--- src/rtl/regbank_uva16.sv ---
// Operand register bank and Gray-coded subcycle sequencer for the DSPuva16 core.
// Captures S/T(K)/D operands and commits write-back and Z/N/V flags once per cycle.
//
// state | meaning
// PH0   | subcycle 0 (00)
// PH1   | subcycle 1 (01)
// PH2   | subcycle 2 (11), the edge leaving it is the cycle edge
// PH3   | subcycle 3 (10), core loads InA/InB/InC
module regbank_uva16 #(
  parameter int NREGS = 16,
  parameter int W     = 24,
  parameter int AW    = $clog2(NREGS)
) (
  input  logic          i_clk,
  input  logic          i_nreset,
  input  logic          i_enable,
  output logic [1:0]    o_phase,
  input  logic [AW-1:0] i_addr_s,
  input  logic [AW-1:0] i_addr_t,
  input  logic [AW-1:0] i_addr_d,
  input  logic          i_zero_s,
  input  logic          i_use_k,
  input  logic [15:0]   i_k,
  output logic [W-1:0]  o_in_a,
  output logic [W-1:0]  o_in_b,
  output logic [W-1:0]  o_in_c,
  input  logic          i_wr_en,
  input  logic [AW-1:0] i_wr_addr,
  input  logic [W-1:0]  i_wr_data,
  input  logic          i_flag_wr,
  input  logic          i_vin,
  input  logic [1:0]    i_flag_sel,
  output logic          o_flag_in
);

  typedef enum logic [1:0] {
    PH0 = 2'b00,
    PH1 = 2'b01,
    PH2 = 2'b11,
    PH3 = 2'b10
  } phase_t;

  phase_t       r_phase;
  phase_t       w_phase_nxt;
  logic         w_cycle_edge;
  logic [W-1:0] r_regs [NREGS];
  logic [W-1:0] r_in_a, r_in_b, r_in_c;
  logic         r_z, r_n, r_v;
  logic [W-1:0] w_rd_s, w_rd_t, w_rd_d;

  always_ff @(posedge i_clk) begin
    if (!i_nreset) begin
      r_phase <= PH0;
    end else if (i_enable) begin
      r_phase <= w_phase_nxt;
    end
  end

  always_comb begin
    w_phase_nxt  = PH0;
    w_cycle_edge = 1'b0;
    case (r_phase)
      PH0: w_phase_nxt = PH1;
      PH1: w_phase_nxt = PH2;
      PH2: begin
        w_phase_nxt  = PH3;
        w_cycle_edge = i_enable;
      end
      PH3: w_phase_nxt = PH0;
      default: w_phase_nxt = PH0;
    endcase
  end

  // Same-edge write-back is forwarded to all three read ports.
  always_comb begin
    w_rd_s = (i_wr_en && (i_wr_addr == i_addr_s)) ? i_wr_data : r_regs[i_addr_s];
    w_rd_t = (i_wr_en && (i_wr_addr == i_addr_t)) ? i_wr_data : r_regs[i_addr_t];
    w_rd_d = (i_wr_en && (i_wr_addr == i_addr_d)) ? i_wr_data : r_regs[i_addr_d];
  end

  always_ff @(posedge i_clk) begin
    if (!i_nreset) begin
      for (int i = 0; i < NREGS; i++) begin
        r_regs[i] <= '0;
      end
      r_in_a <= '0;
      r_in_b <= '0;
      r_in_c <= '0;
      r_z    <= 1'b0;
      r_n    <= 1'b0;
      r_v    <= 1'b0;
    end else if (w_cycle_edge) begin
      r_in_a <= i_zero_s ? '0 : w_rd_s;
      r_in_b <= i_use_k ? {i_k, {(W-16){1'b0}}} : w_rd_t;
      r_in_c <= w_rd_d;
      if (i_wr_en) begin
        r_regs[i_wr_addr] <= i_wr_data;
      end
      // Flags update even without a register write (compare-only).
      if (i_flag_wr) begin
        r_z <= (i_wr_data[W-1:W-16] == 16'h0000);
        r_n <= i_wr_data[W-1];
        r_v <= i_vin;
      end
    end
  end

  always_comb begin
    o_flag_in = 1'b1;
    case (i_flag_sel)
      2'b00:   o_flag_in = r_z;
      2'b01:   o_flag_in = r_n;
      2'b10:   o_flag_in = r_v;
      default: o_flag_in = 1'b1;
    endcase
  end

  assign o_phase = r_phase;
  assign o_in_a  = r_in_a;
  assign o_in_b  = r_in_b;
  assign o_in_c  = r_in_c;

endmodule

--- config.mk ---
export PLATFORM = sky130hd
export DESIGN_NAME = regbank_uva16
export DESIGN_NICKNAME = d
export VERILOG_FILES = /design/src/rtl/regbank_uva16.sv
export SDC_FILE = /design/constraint.sdc
export NUM_CORES = 1
export LEC_CHECK = 0
export BUFFER_PORTS_ARGS = -buffer_cell sky130_fd_sc_hd__buf_4
export CORE_ASPECT_RATIO = 0.7
export CORE_UTILIZATION = 50
export DETAILED_ROUTE_END_ITERATION = 7
export PLACE_DENSITY = 0.67
export SYNTH_ARGS = -nofsm -noshare
export SYNTH_HDL_FRONTEND = slang
export SYNTH_SLANG_ARGS = --single-unit
--- constraint.sdc ---
create_clock -name i_clk -period 4.59 [get_ports i_clk]
set_input_delay 0.6885 -clock i_clk [delete_from_list [all_inputs] [get_ports i_clk]]
set_output_delay 0.6885 -clock i_clk [all_outputs]
set_load 0.005 [all_outputs]
Yosys cells after proc, flatten, opt, wreduce, memory -nomap -nowiden
Memory sizes are Yosys's and may differ from the RTL's. A register that Yosys moved wholly into a read port is not among the register bits.
Cells that the tools add are included.
{ "word_totals": {"ff_bits": 53, "ram_bits": 384, "input_bits": 66, "elab_cells": 37, "n_memories": 1} }
{ "mem_list": {"columns": ["memory", "depth", "width", "rd", "rd_clocked_by_memory_dff", "write_ports", "line_no", "text"], "rows": [
  ["r_regs", 16, 24, 3, 1, 16, "46", "logic [W-1:0] r_regs [NREGS];"]
]} }
{ "classes": {"eq_ne": 7, "n_mux": 15, "reduce_logical": 8} }
{ "ops": {"columns": ["op", "count"], "rows": [
  ["$mux W24", 5],
  ["$reduce_or A24 Y1", 1],
  ["$logic_not A16 Y1", 1],
  ["$eq A4 B4 Y1", 2],
  ["$pmux W2 S4", 1],
  ["$mux W1", 7],
  ["$eq A2 B2 Y1 const B", 3],
  ["$eq A2 B1 Y1 const B", 2],
  ["$logic_not A2 Y1", 2],
  ["$mux W4", 1],
  ["$pmux W1 S3", 1],
  ["$logic_and A1 B1 Y1", 2],
  ["$reduce_and A2 Y1", 1],
  ["$logic_not A1 Y1", 1]
]} }

Depth between registers and ports, before layout
{ "logic_depth": {"ltp_word": 7, "mapped_depth": 8} }

Worst setup path before layout
No wires, ideal clock.
{ "synth_timing": {"path_type": "input to register", "start": "in i_wr_addr[2]", "end": "mem r_regs[5][0], enable pin", "setup_time_ps": 438, "arrival_ps": 3190, "slack_ps": 962, "stages": 5, "path_cell_list": "buf_2 inv_1 or3_1 buf_4 o21ai_0"} }
{ "synth_lines": {"columns": ["item", "line_no", "text"], "rows": [
  ["from (decl)", "28", "input logic [AW-1:0] i_wr_addr,"],
  ["to (decl)", "46", null]
]} }

==> reports/results.tsv <==
stage	metric	value	unit
setup_path	critical_path_class	register to register	
finish	multi_input_area	12600	um2
setup_path	path_cells	nand3_2 -> buf_4 -> nor3_1 -> nand2_1 -> o21ai_4	
finish	num-fill-cells	4057	
clock_tree	cts_tree	yes	
timing	relSlewSlack	0.0807	
timing	setup-tns-final	0	ns
synthesis	avgSynthCellArea	14.4	um2
floorplanning	num_rows	70	
floorplanning	pin_count	141	
floorplanning	die_h	195	um
timing	fin_worst_skew	0.0152	ns
setup_path	worstReg2RegStart	o_phase[0]$_SDFFE_PN0P_	
synthesis	synth.distinct_cells	48	
setup_path	rrSetupSlack	1.65	ns
global_route	antenna_found_initial	4	
setup_path	crit_path_max_fanout	24	
pwr	peakVddDrop	0.256	mV
pwr	p_sw	0.00246	W
clock_tree	clk_pin_slew	0.07	ns
floorplanning	start_util	0.507	
clock_tree	h-tree-depth	2	
finish	area_growth	12.2	%
placed_design	numPortBuffers	140	
setup_path	crit_family	compound AO/OA/AOI/OAI gates	
timing	rsz0062_at_grt	false	
setup_path	crit_path_end_kind	register	
synthesis	synth_nets	1910	
synthesis	synth_seq_area_share	0.493	
hold_path	hold_path.class	input pin to register	
placed_design	globalplace.congestion	0.893	
placed_design	dp_cells	2524	
setup_path	slowest_stage	o21ai_4	
synthesis	synth_edf_count	384	
route	drtIter0Drc	2939	
outcome	status	completed	
hold_path	whs_path_depth	3	
finish	final_util	0.569	
route	vias	18878	
setup_path	timing.rr.end	r_regs[11][14]$_SDFFCE_PN0P_	
synthesis	async_flop_share	0	
finish	layout-drive-gt1-share	0.324	
clock_tree	root_buffer	clkbuf_16	
route	routed_wl	92.1	mm
setup_path	critPathRequiredTime	4.79	ns
timing	worst_slew_pin_slew	1.37	ns
synthesis	synth-seq-cells	461	
timing	maxSlewViolCount	0	
finish	design_area	29700	um2
setup_path	crit_path_start_kind	register	
route	drcViolationCount	0	
finish	regArea	13100	um2
floorplanning	coreArea	52300	um2
synthesis	syn_inst	1844	
setup_path	critical_path_buf_inv_count	1	
global_route	grt_max_degree	97	
pwr	pwr_density_cell	335	nW/um2
timing	fin_crit_sh	0.641	
synthesis	yosysWarnings	0	
placed_design	placed_area	28200	um2
hold_path	holdCritStartpoint	i_vin	
global_route	grt_pass1_wl	132	mm
setup_path	ff2ff_path_depth	5	
global_route	grt_overflow	0	
clock_tree	cts_buffer_depth	3	
route	vias_per_cell	7.23	
setup_path	cp.arrival	3.14	ns
global_route	grt_usage	0.342	
hold_path	holdPathEnd	r_v$_SDFFE_PN0P_	
timing	fin_crit	2.94	ns
pwr	swShare	0.248	
clock_tree	cts_setup_buffers	0	
floorplanning	dieArea	54000	um2
pwr	p_int	0.00749	W
clock_tree	clk_latency	0.60	ns
route	first_pass_iters	5	
clock_tree	clock_sinks	461	
timing	hold_viol	0	
synthesis	synth_ff_type	edfxtp_1	
pwr	combPwrFrac	0.115	
finish	layoutNonFillerInstCount	2612	
clock_tree	holdBufCountCts	0	
finish	nNetsFinal	1954	
route	drtAntennaViolNets	0	
clock_tree	numCtsBuffers	46	
timing	setup_viol	0	
setup_path	slowest_delay	1.10	ns
timing	fmax	0.340	GHz
synthesis	syn_area	26500	um2
clock_tree	ctsResizeCount	0	
flow_run	maxCapViolCount	0	
route	wl_per_cell	35.3	um
global_route	grt_pass1_vias	18175	
placed_design	dp_hpwl	56.6	mm
floorplanning	die_w	277	um
pwr	pwr-share-clk	0.407	
pwr	power_leakage	10.8	nW
pwr	pwr-share-seq	0.478	
## power by group through the flow
stage	Clock, W	Sequential, W	Combinational [W]
after floorplan	0	0.00479	0.000758
after global placement	0	0.00483	0.00111
after detailed placement	0	0.00484	0.00112
after CTS	0.00406	0.00475	0.00112
after global routing	0.00421	0.00477	0.00119
final	0.00405	0.00476	0.00114
## worst max-delay path by stage
stage                                 start                            to  slack, ns  cells past startpoint
finish              o_phase[0]$_SDFFE_PN0P_  r_regs[11][14]$_SDFFCE_PN0P_       1.65                      5
global route        o_phase[0]$_SDFFE_PN0P_  r_regs[11][14]$_SDFFCE_PN0P_       1.55                      5
CTS                 o_phase[0]$_SDFFE_PN0P_  r_regs[11][14]$_SDFFCE_PN0P_       1.74                      5
detailed placement              i_addr_t[3]        o_in_b[5]$_SDFFE_PN0P_       1.35                      8
global placement                   i_enable  r_regs[11][11]$_SDFFCE_PN0P_       1.29                      7
floorplan                      i_wr_addr[2]    r_regs[5][0]$_SDFFCE_PN0P_       0.96                      5
## cells in the final DEF (no fill, tap or decap), types with 8 or more instances in the layout
| master | count |
|---|---|
| nand2_1 | 36 |
| and3b_1 | 8 |
| mux2i_1 | 11 |
| nor3_1 | 10 |
| edfxtp_1 | 384 |
| o21ai_0 | 24 |
| nand3_1 | 12 |
| a22oi_1 | 126 |
| nand2b_2 | 12 |
| dfxtp_1 | 77 |
| mux4_2 | 288 |
| mux2_2 | 16 |
| nor4b_1 | 8 |
| clkbuf_1 | 12 |
| nand3b_1 | 16 |
| a31oi_1 | 15 |
| and2_1 | 388 |
| o211a_1 | 15 |
| a221o_1 | 48 |
| xnor2_1 | 12 |
| clkbuf_16 | 49 |
| buf_4 | 201 |
| nor2_1 | 15 |
| a21oi_1 | 49 |
## cell families after synthesis
logic type                Yosys count  share of synthesized area
AOI/OAI and AO/OA                 289                     0.0799
and+or+nand+nor                   551                      0.130
muxes                             315                      0.256
buffers and inverters             216                     0.0375
DFF                               461                      0.493
xor gates and xnor gates           12                    0.00396
## sequential cells by signal, summed over array words and instances, names as in the netlist
| name | cells |
|---|---|
| r_regs | 384 |
| r_v | 1 |
| o_in_b | 24 |
| r_n | 1 |
| o_in_c | 24 |
| o_phase | 2 |
| r_z | 1 |
| o_in_a | 24 |
## synth_stat cells (15+ instances only)
library cell | instances | share of area
a21oi_1 | 49 | 0.0093
a221o_1 | 48 | 0.018
a22oi_1 | 126 | 0.036
a31oi_1 | 15 | 0.0035
and2_1 | 389 | 0.092
buf_2 | 58 | 0.011
clkbuf_1 | 124 | 0.018
dfxtp_1 | 77 | 0.058
edfxtp_1 | 384 | 0.43
mux2_2 | 16 | 0.0068
mux4_2 | 288 | 0.24
nand2_1 | 36 | 0.0051
nand3b_1 | 16 | 0.0045
nor2_1 | 20 | 0.0028
o211a_1 | 15 | 0.0057
o21ai_0 | 28 | 0.0053
## worst reg2reg max path, delay by kind of cell, from the launching register on
kind	cells	cell delay, ns
flops	1	0.43
buf+inv	1	0.22
compound gates	1	1.10
simple gates	3	0.77
## through the flow
step | setup WS [ns] | total power, W | hold slack [ns]
2_1_floorplan | 0.962 | 0.00555 | 0.444
3_3_place_gp | 1.29 | 0.00594 | 0.472
3_5_place_dp | 1.35 | 0.00596 | 0.475
4_1_cts | 1.74 | 0.00993 | 0.385
5_1_grt | 1.55 | 0.0102 | 0.414
6_report | 1.65 | 0.00995 | 0.399
## layer usage
metal,GRT usage,part of all wire,up-vias
li1,-,-,7421
met1,0.491,0.38,9512
met2,0.486,0.43,1710
met3,0.113,0.15,233
met4,0.122,0.036,2
met5,0,0.00014,-
## layout make-up
| type | instances | share of cell area |
|---|---|---|
| Sequential cell | 461 | 0.440 |
| Inverter | 3 | 0.000379 |
| Tap cell | 684 | 0.0288 |
| Antenna cell | 2 | 0.000168 |
| Clock buffer | 68 | 0.0460 |
| Clock inverter | 18 | 0.00724 |
| Timing Repair Buffer | 209 | 0.0554 |
| Multi-Input combinational cell | 1167 | 0.423 |
Note: power is estimated with default switching activity, not from simulation.
